--- src/rtl/pc_sequencer.sv ---
// pc_sequencer: fetch-stage PC register with boot hold-off, delay-slot redirects and a sticky fetch-fault halt
module pc_sequencer #(
    parameter logic [31:0] RESET_PC    = 32'h0000_3000,
    parameter int          IM_WORDS    = 4096,
    parameter int          BOOT_CYCLES = 2
) (
    input  logic        clk,
    input  logic        reset,
    input  logic        stall,
    input  logic        d_valid,
    input  logic [2:0]  d_npc_sel,
    input  logic [31:0] d_pc,
    input  logic [25:0] d_imm26,
    input  logic [15:0] d_imm16,
    input  logic [31:0] d_rs_val,
    input  logic        d_cmp_true,
    output logic [31:0] F_PC,
    output logic        f_valid,
    output logic        redirect,
    output logic        fault,
    output logic [31:0] fault_pc,
    output logic [15:0] stall_cnt
);
    typedef enum logic [1:0] {BOOT, RUN, HALT} state_t;
    localparam logic [32:0] PC_END = {1'b0, RESET_PC} + 33'(4 * IM_WORDS);
    state_t      r_state, w_state;
    logic [3:0]  r_boot_cnt, w_boot_cnt;
    logic [31:0] r_pc, w_pc, w_pc_plus4, w_target, r_fault_pc, w_fault_pc;
    logic [15:0] r_stall_cnt, w_stall_cnt;
    logic        r_redirect, w_redirect, w_nonseq, w_bad, r_fault, w_fault;
    always_comb begin
        w_pc_plus4  = d_pc + 32'd4;
        w_nonseq    = d_valid && (d_npc_sel == 3'b001 || d_npc_sel == 3'b010 || (d_npc_sel == 3'b011 && d_cmp_true));
        w_target    = !w_nonseq ? r_pc + 32'd4 :
                      d_npc_sel == 3'b001 ? {w_pc_plus4[31:28], d_imm26, 2'b00} :
                      d_npc_sel == 3'b010 ? d_rs_val :
                      w_pc_plus4 + {{14{d_imm16[15]}}, d_imm16, 2'b00};
        w_bad       = |w_target[1:0] || w_target < RESET_PC || {1'b0, w_target} >= PC_END;
        w_state     = r_state;
        w_boot_cnt  = r_boot_cnt;
        w_pc        = r_pc;
        w_redirect  = 1'b0;
        w_fault     = r_fault;
        w_fault_pc  = r_fault_pc;
        w_stall_cnt = r_stall_cnt;
        if (r_state == BOOT) begin
            w_boot_cnt = r_boot_cnt + 4'd1;
            w_state    = r_boot_cnt == 4'(BOOT_CYCLES - 1) ? RUN : BOOT;
        end else if (r_state == RUN && stall) begin
            w_stall_cnt = r_stall_cnt + {15'd0, r_stall_cnt != 16'hFFFF};
        end else if (r_state == RUN) begin
            w_pc       = w_target;
            w_redirect = w_nonseq;
            w_fault    = w_bad;
            w_fault_pc = w_bad ? w_target : r_fault_pc;
            w_state    = w_bad ? HALT : RUN;
        end
    end
    always_ff @(posedge clk) begin
        if (reset) begin
            r_state     <= BOOT;
            r_boot_cnt  <= 4'd0;
            r_pc        <= RESET_PC;
            r_redirect  <= 1'b0;
            r_fault     <= 1'b0;
            r_fault_pc  <= 32'd0;
            r_stall_cnt <= 16'd0;
        end else begin
            r_state     <= w_state;
            r_boot_cnt  <= w_boot_cnt;
            r_pc        <= w_pc;
            r_redirect  <= w_redirect;
            r_fault     <= w_fault;
            r_fault_pc  <= w_fault_pc;
            r_stall_cnt <= w_stall_cnt;
        end
    end
    assign F_PC      = r_pc;
    assign f_valid   = r_state == RUN;
    assign redirect  = r_redirect;
    assign fault     = r_fault;
    assign fault_pc  = r_fault_pc;
    assign stall_cnt = r_stall_cnt;
endmodule

--- config.mk ---
export PLATFORM = sky130hd
export DESIGN_NAME = pc_sequencer
export DESIGN_NICKNAME = d
export VERILOG_FILES = /design/src/rtl/pc_sequencer.sv
export SDC_FILE = /design/constraint.sdc
export NUM_CORES = 1
export LEC_CHECK = 0
export ABC_AREA = 1
export CAP_MARGIN = 20
export CORE_ASPECT_RATIO = 0.8
export CORE_MARGIN = 8
export CORE_UTILIZATION = 50
export DETAILED_ROUTE_END_ITERATION = 7
export PLACE_DENSITY = 0.88
export SLEW_MARGIN = 20
export SYNTH_ARGS = -nofsm -noshare
export SYNTH_HDL_FRONTEND = slang
export SYNTH_SLANG_ARGS = --single-unit
export TNS_END_PERCENT = 20
--- constraint.sdc ---
create_clock -name clk -period 5.4 [get_ports clk]
set_clock_uncertainty 0.15 [all_clocks]
set_input_delay 1.08 -clock clk [delete_from_list [all_inputs] [get_ports clk]]
set_output_delay 1.08 -clock clk [all_outputs]
set_load 0.02 [all_outputs]
# ---- After elaboration in Yosys (flattened, before gate mapping)
# Cells that the tools add are included.
dict set report totals {
  word_cells 47
  register_bits 88
}
dict set report classes {
  eq_ne 7
  n_lt_le_gt_ge 2
  n_addsub 5
  bitwise_logic 3
  n_reduce_logical 15
  n_mux 8
}
# cell count
set ops {}
lappend ops {{2-to-1 mux 32 bit} 3}
lappend ops {{adder 32 x 3 -> 32 bit (second input constant)} 2}
lappend ops {{adder 32 bit} 1}
lappend ops {{greater-or-equal comparator 32 x 15 -> 1 bit (second input constant)} 1}
lappend ops {{less-than comparator 32 x 14 -> 1 bit (second input constant)} 1}
lappend ops {{adder 16 x 1 -> 16 bit} 1}
lappend ops {{!= test 16 bit (second input constant)} 1}
lappend ops {{2-to-1 mux 2 bit} 4}
lappend ops {{equality test 3 x 2 -> 1 bit (second input constant)} 2}
lappend ops {{adder 4 x 1 -> 4 bit (second input constant)} 1}
lappend ops {{equality test 4 x 1 -> 1 bit (second input constant)} 1}
lappend ops {{logical OR 1 bit} 4}
lappend ops {{AND reduction 2 bit} 2}
lappend ops {{AND reduction 4 bit} 1}
lappend ops {{OR reduction 4 bit} 1}
lappend ops {{equality test 3 x 1 -> 1 bit (second input constant)} 1}
lappend ops {{logical AND 1 bit} 3}
lappend ops {{NOT 1 bit} 3}
lappend ops {{AND reduction 3 bit} 1}
lappend ops {{equality test 2 x 1 -> 1 bit (second input constant)} 1}
lappend ops {{logical NOT 2 bit} 1}
lappend ops {{!= test 2 bit (second input constant)} 1}
lappend ops {{nonzero test 2 bit} 1}
lappend ops {{OR reduction 2 bit} 1}
lappend ops {{2-to-1 mux 1 bit} 1}

# ---- Logic depth before layout (Yosys ltp)
dict set report depth {
  word_depth 12
  ltp_mapped 33
  depth_no_buf 32
}

# ---- Least setup slack after synthesis
# No wires, ideal clock.
dict set report synth_path {
  kind {input to register}
  from {input port d_pc[2]}
  to {register r_fault_pc[0] (netlist: fault_pc[0])}
  setup_slack_ps 933
  stages 29
  t_required_ps 5135
  arrival_ps 4202
  n_path_buf 1
  path_cell_list {nand3_1 > nor2_2 > nand2_1 > inv_1 > nand2_1 > nor4_1 > nor3b_1 > xnor2_1 > inv_1 > ha_1 > a21oi_1 > nor2_1 > nor2_1 > nand2_1 > a21oi_1 > nand2_1 > nand2_1 > nand3_1 > nand2_1 > nand2_1 > nand2_1 > nand2_1 > nor2_1 > nand2_1 > nor2_4 > nand2_4 > buf_2 > a21oi_1 > nor2_1}
}
dict set report synth_between {
  elab_chain_cells 9
  elab_cells_between_ends 10
  classes_between {add/sub (2); order compare (2); mux (3); reduce/logical (3)}
}
# item line
set synth_lines {}
lappend synth_lines {{from (decl)} 12} ;# input logic [31:0] d_pc,
lappend synth_lines {{adder 32 x 3 -> 32 bit *} 32} ;# w_pc_plus4 = d_pc + 32'd4;
lappend synth_lines {{adder 32 bit} 37} ;# w_pc_plus4 + {{14{d_imm16[15]}}, d_imm16, 2'b00};
lappend synth_lines {{2-to-1 mux 32 bit} 36} ;# d_npc_sel == 3'b010 ? d_rs_val :
lappend synth_lines {{2-to-1 mux 32 bit *} 35} ;# d_npc_sel == 3'b001 ? {w_pc_plus4[31:28], d_imm26, 2'b00} :
lappend synth_lines {{2-to-1 mux 32 bit *} 34} ;# w_target = !w_nonseq ? r_pc + 32'd4 :
lappend synth_lines {{less-than comparator 32 x 14 -> 1 bit} 38} ;# w_bad = |w_target[1:0] || w_target < RESET_PC || {1'b0, w_target} >= PC_END;
lappend synth_lines {{logical OR 1 bit} 38}
lappend synth_lines {{logical OR 1 bit *} 38}
lappend synth_lines {{AND reduction 4 bit (no source line) *} n/a}
lappend synth_lines {{to (signal assigned)} 74} ;# r_fault_pc <= w_fault_pc;
lappend synth_lines {{to (decl)} 28} ;# logic [31:0] r_pc, w_pc, w_pc_plus4, w_target, r_fault_pc, w_fault_pc;
# Every way passes the cells marked *; elsewhere a longest branch is shown, timed or not.
# A chain may end at the register's enable or synchronous reset.

# ---- Worst setup path after layout
dict set report layout_path {
  from {input port d_pc[8]}
  to {register r_fault_pc[27] (netlist: fault_pc[27])}
}
dict set report layout_between {
  elab_chain_cells 9
  elab_cells_between_ends 10
  classes_between {add/sub (2); order compare (2); mux (3); reduce/logical (3)}
}
# item line
set layout_lines {}
lappend layout_lines {{adder 32 x 3 -> 32 bit *} 32}
lappend layout_lines {{adder 32 bit} 37}
lappend layout_lines {{2-to-1 mux 32 bit} 36}
lappend layout_lines {{2-to-1 mux 32 bit *} 35}
lappend layout_lines {{2-to-1 mux 32 bit *} 34}
lappend layout_lines {{less-than comparator 32 x 14 -> 1 bit} 38}
lappend layout_lines {{logical OR 1 bit (2 in a row)} 38}
lappend layout_lines {{AND reduction 4 bit (no source line)} n/a}
# Marked as above.

==> flow_summary.ini <==
[synth]
yosysWarnings = 0
synth_most_common_cell = nand2_1
synthFlopType = dfxtp_1
synthTopCellsByArea = dfxtp_1 21%, nand2_1 21%, inv_1 11%
syn_inst = 1465
synth_common_cells = 462 x nand2_1, 236 x inv_1, 186 x nor2_1, 88 x dfxtp_1, 86 x nand3_1
yosysSeqAreaShare = 0.214
ys_types = 50
async_reset_ff_frac = 0
synth_edf_count = 0
syn_area_sq_um = 8250
synth.avg_cell_area_sq_um = 5.63
ys_ff_latch = 88
yosysTopAreaCellShare = 0.214
syn-num-nets = 1615
synth_area_leader_cell = dfxtp_1

[routing]
wl_met1_mm = 14.5
wl_met2_mm = 14.3
dr.max_layer_used = met4
ant_nets = 0
viasPerCell = 5.49
drt_wl_total_mm = 35.0
remaining_drc_errors = 0
wl_per_cell_um = 17.7
dr_wl_met3_mm = 5.38
vias = 10847
dr.pass1.iters = 7
initialDrtViolationCount = 1468

[placement]
placed_area_sq_um = 11100
place_inst = 1950
io_buffers = 196
dp_slack_ps = -375
gp_congestion = 1.05
hpwl_mm = 27.7

[finish]
fill_cells = 1401
layout.nets = 1902
area_growth_pct = 41.9
n_antenna_cell = 0
finalNonFillerCells = 1977
fin_util = 0.716
drive_above_1_share = 0.117
design_area_sq_um = 11700

[critical_path]
r2r_end = fault_pc[27]$_SDFFE_PP0P_
endpoint_kind = register
crit_top_cell = nand2_1
path_class = input pin to register
r2r_cells = 20
r2r_start = F_PC[2]$_SDFFE_PP0P_
path_buf_inv = 6
crit_fanout = 8
start_kind = input pin
cp_slowest_cell = clkdlybuf4s50_1
reg2reg_setup_slack_ps = 2190
critPathArrivalTime_ps = 5310
critPathMaxStageDelay_ps = 530
worstPathRequired_ps = 5530
cpLargestDelayFamily = simple AND/OR/NAND/NOR gates

[floorplan]
io_pins = 197
fp.dieArea_sq_um = 20900
start_util = 0.505
core_sq_um = 16300
die_x_um = 160
die_y_um = 131
rows = 42

[power]
power.internal_mw = 1.60
p_leak_nw = 5.68
netSwitchingPower_mw = 1.06
pwr-share-clk = 0.239
vdd_drop_max_mv = 0.210
swShare = 0.398
combPwrFrac = 0.458
p_seq_frac = 0.303
pwr_density_cell_nw_per_um2 = 227

[clock_network]
clk_latency_ps = 350
clkSlewWorstSetupHoldPaths_ps = 70
cts_tree = done
cts_max_path_buffers = 2
htree_levels = 3
cts_buffers = 9
clock-root-buffer = clkbuf_16
clock-sinks = 88

[grt]
grt_pass1_vias = 9794
grt-ovfl-total = 0
grt_start_max_net_pins = 47
grt_use_total = 0.318
antenna_found_initial = 0
grt_pass1_wl_mm = 52.9

[sta]
finalSetupViolations = 0
period_share = 0.960
fin_crit_ps = 5180
timing.slew.headroom = 0.472
fin_ws_ps = 218
whs_ps = 342
worst_slew_pin_slew_ps = 791
timing.fmax_ghz = 0.193
slew_violations = 0
finalHoldViolations = 0

[min_path]
hold_path.class = register to register
hold_depth = 2
hp-start = fault_pc[19]$_SDFFE_PP0P_
worstHoldEndpoint = fault_pc[19]$_SDFFE_PP0P_

[job]
cap_violations = 0

[status]
outcome = finished, final reports clean
state kept, by name, indices dropped and copies added (netlist names):
signal      cells
stall_cnt      16
redirect        1
F_PC           32
fault_pc       32
r_state         2
fault           1
r_boot_cnt      4
cell type report:
cell class	count	area [sq um]	area share
repair buffers	310	2860	0.244
clock inverters	6	66.3	0.00567
inverters	247	927	0.0792
flip-flops and latches	88	1760	0.151
well taps	220	275	0.0235
clock buffers	10	229	0.0196
multi-input cells	1096	5580	0.477
per-stage QoR:
step	total power [mW]	setup TNS (ps)
final	2.66	0
after global routing	2.80	-205
after CTS	2.58	0
after detailed placement	1.94	-11410
after global placement	1.92	-9520
after floorplan	1.43	0
worst min-delay path, cell delays in order (launching register included):
cell and delay (ps):
dfxtp_1 340, a21oi_1 50, nor2_1 70
logic make-up after synthesis:
kind of cell	Yosys count	synth area share
simple gates	825	0.424
buf+inv	282	0.133
compound gates	194	0.131
flops	88	0.214
xor+xnor	40	0.0425
fa+ha+maj	36	0.0555
per-layer routing:
layer / vias up / global-route usage
met2: 742 / 0.462
met1: 4830 / 0.436
met3: 68 / 0.121
met5: - / 0
li1: 5207 / -
met4: 0 / 0.0742
cell usage in the layout (no fill, tap or decap), types with 18 or more instances in the layout:
master / Yosys / layout
dfxtp_1: 88 / 88
o22ai_1: 20 / 20
a21oi_1: 74 / 65
nand2_1: 462 / 451
clkdlybuf4s50_1: 0 / 193
nand4_1: 26 / 26
o21ai_0: 61 / 60
inv_1: 236 / 236
xor2_1: 29 / 29
ha_1: 35 / 31
buf_4: 1 / 111
nor3_1: 18 / 18
nand3_1: 86 / 84
nor2_1: 186 / 172
timing repair:
action | CTS | global route
pin swaps | 0 | 20
hold buffers | 0 | 0
resized for setup | 2 | 54
endpoints found under the setup margin | 29 | 35
buffers inserted | 0 | 9
hold endpoints to repair | 0 | 0
gates cloned | 0 | 2
worst max-delay path by stage:
stage                        from                   endpoint  slack (ps)  cells after the start
after detailed placement  d_pc[4]  fault_pc[14]$_SDFFE_PP0P_        -380                     31
after CTS                 d_pc[2]  fault_pc[12]$_SDFFE_PP0P_          30                     30
after floorplan           d_pc[2]   fault_pc[0]$_SDFFE_PP0P_         930                     29
after global placement    d_pc[4]  fault_pc[13]$_SDFFE_PP0P_        -310                     30
final                     d_pc[8]  fault_pc[27]$_SDFFE_PP0P_         220                     29
after global routing      d_pc[8]   fault_pc[3]$_SDFFE_PP0P_         -60                     29
power by group through the flow:
stage	sequential, mW	clock [mW]	combinational [mW]
6_report	0.807	0.635	1.22
5_1_grt	0.815	0.669	1.32
4_1_cts	0.803	0.634	1.14
3_5_place_dp	0.814	0	1.13
3_3_place_gp	0.811	0	1.11
2_1_floorplan	0.886	0	0.541
Power figures use the tool's default switching activity.
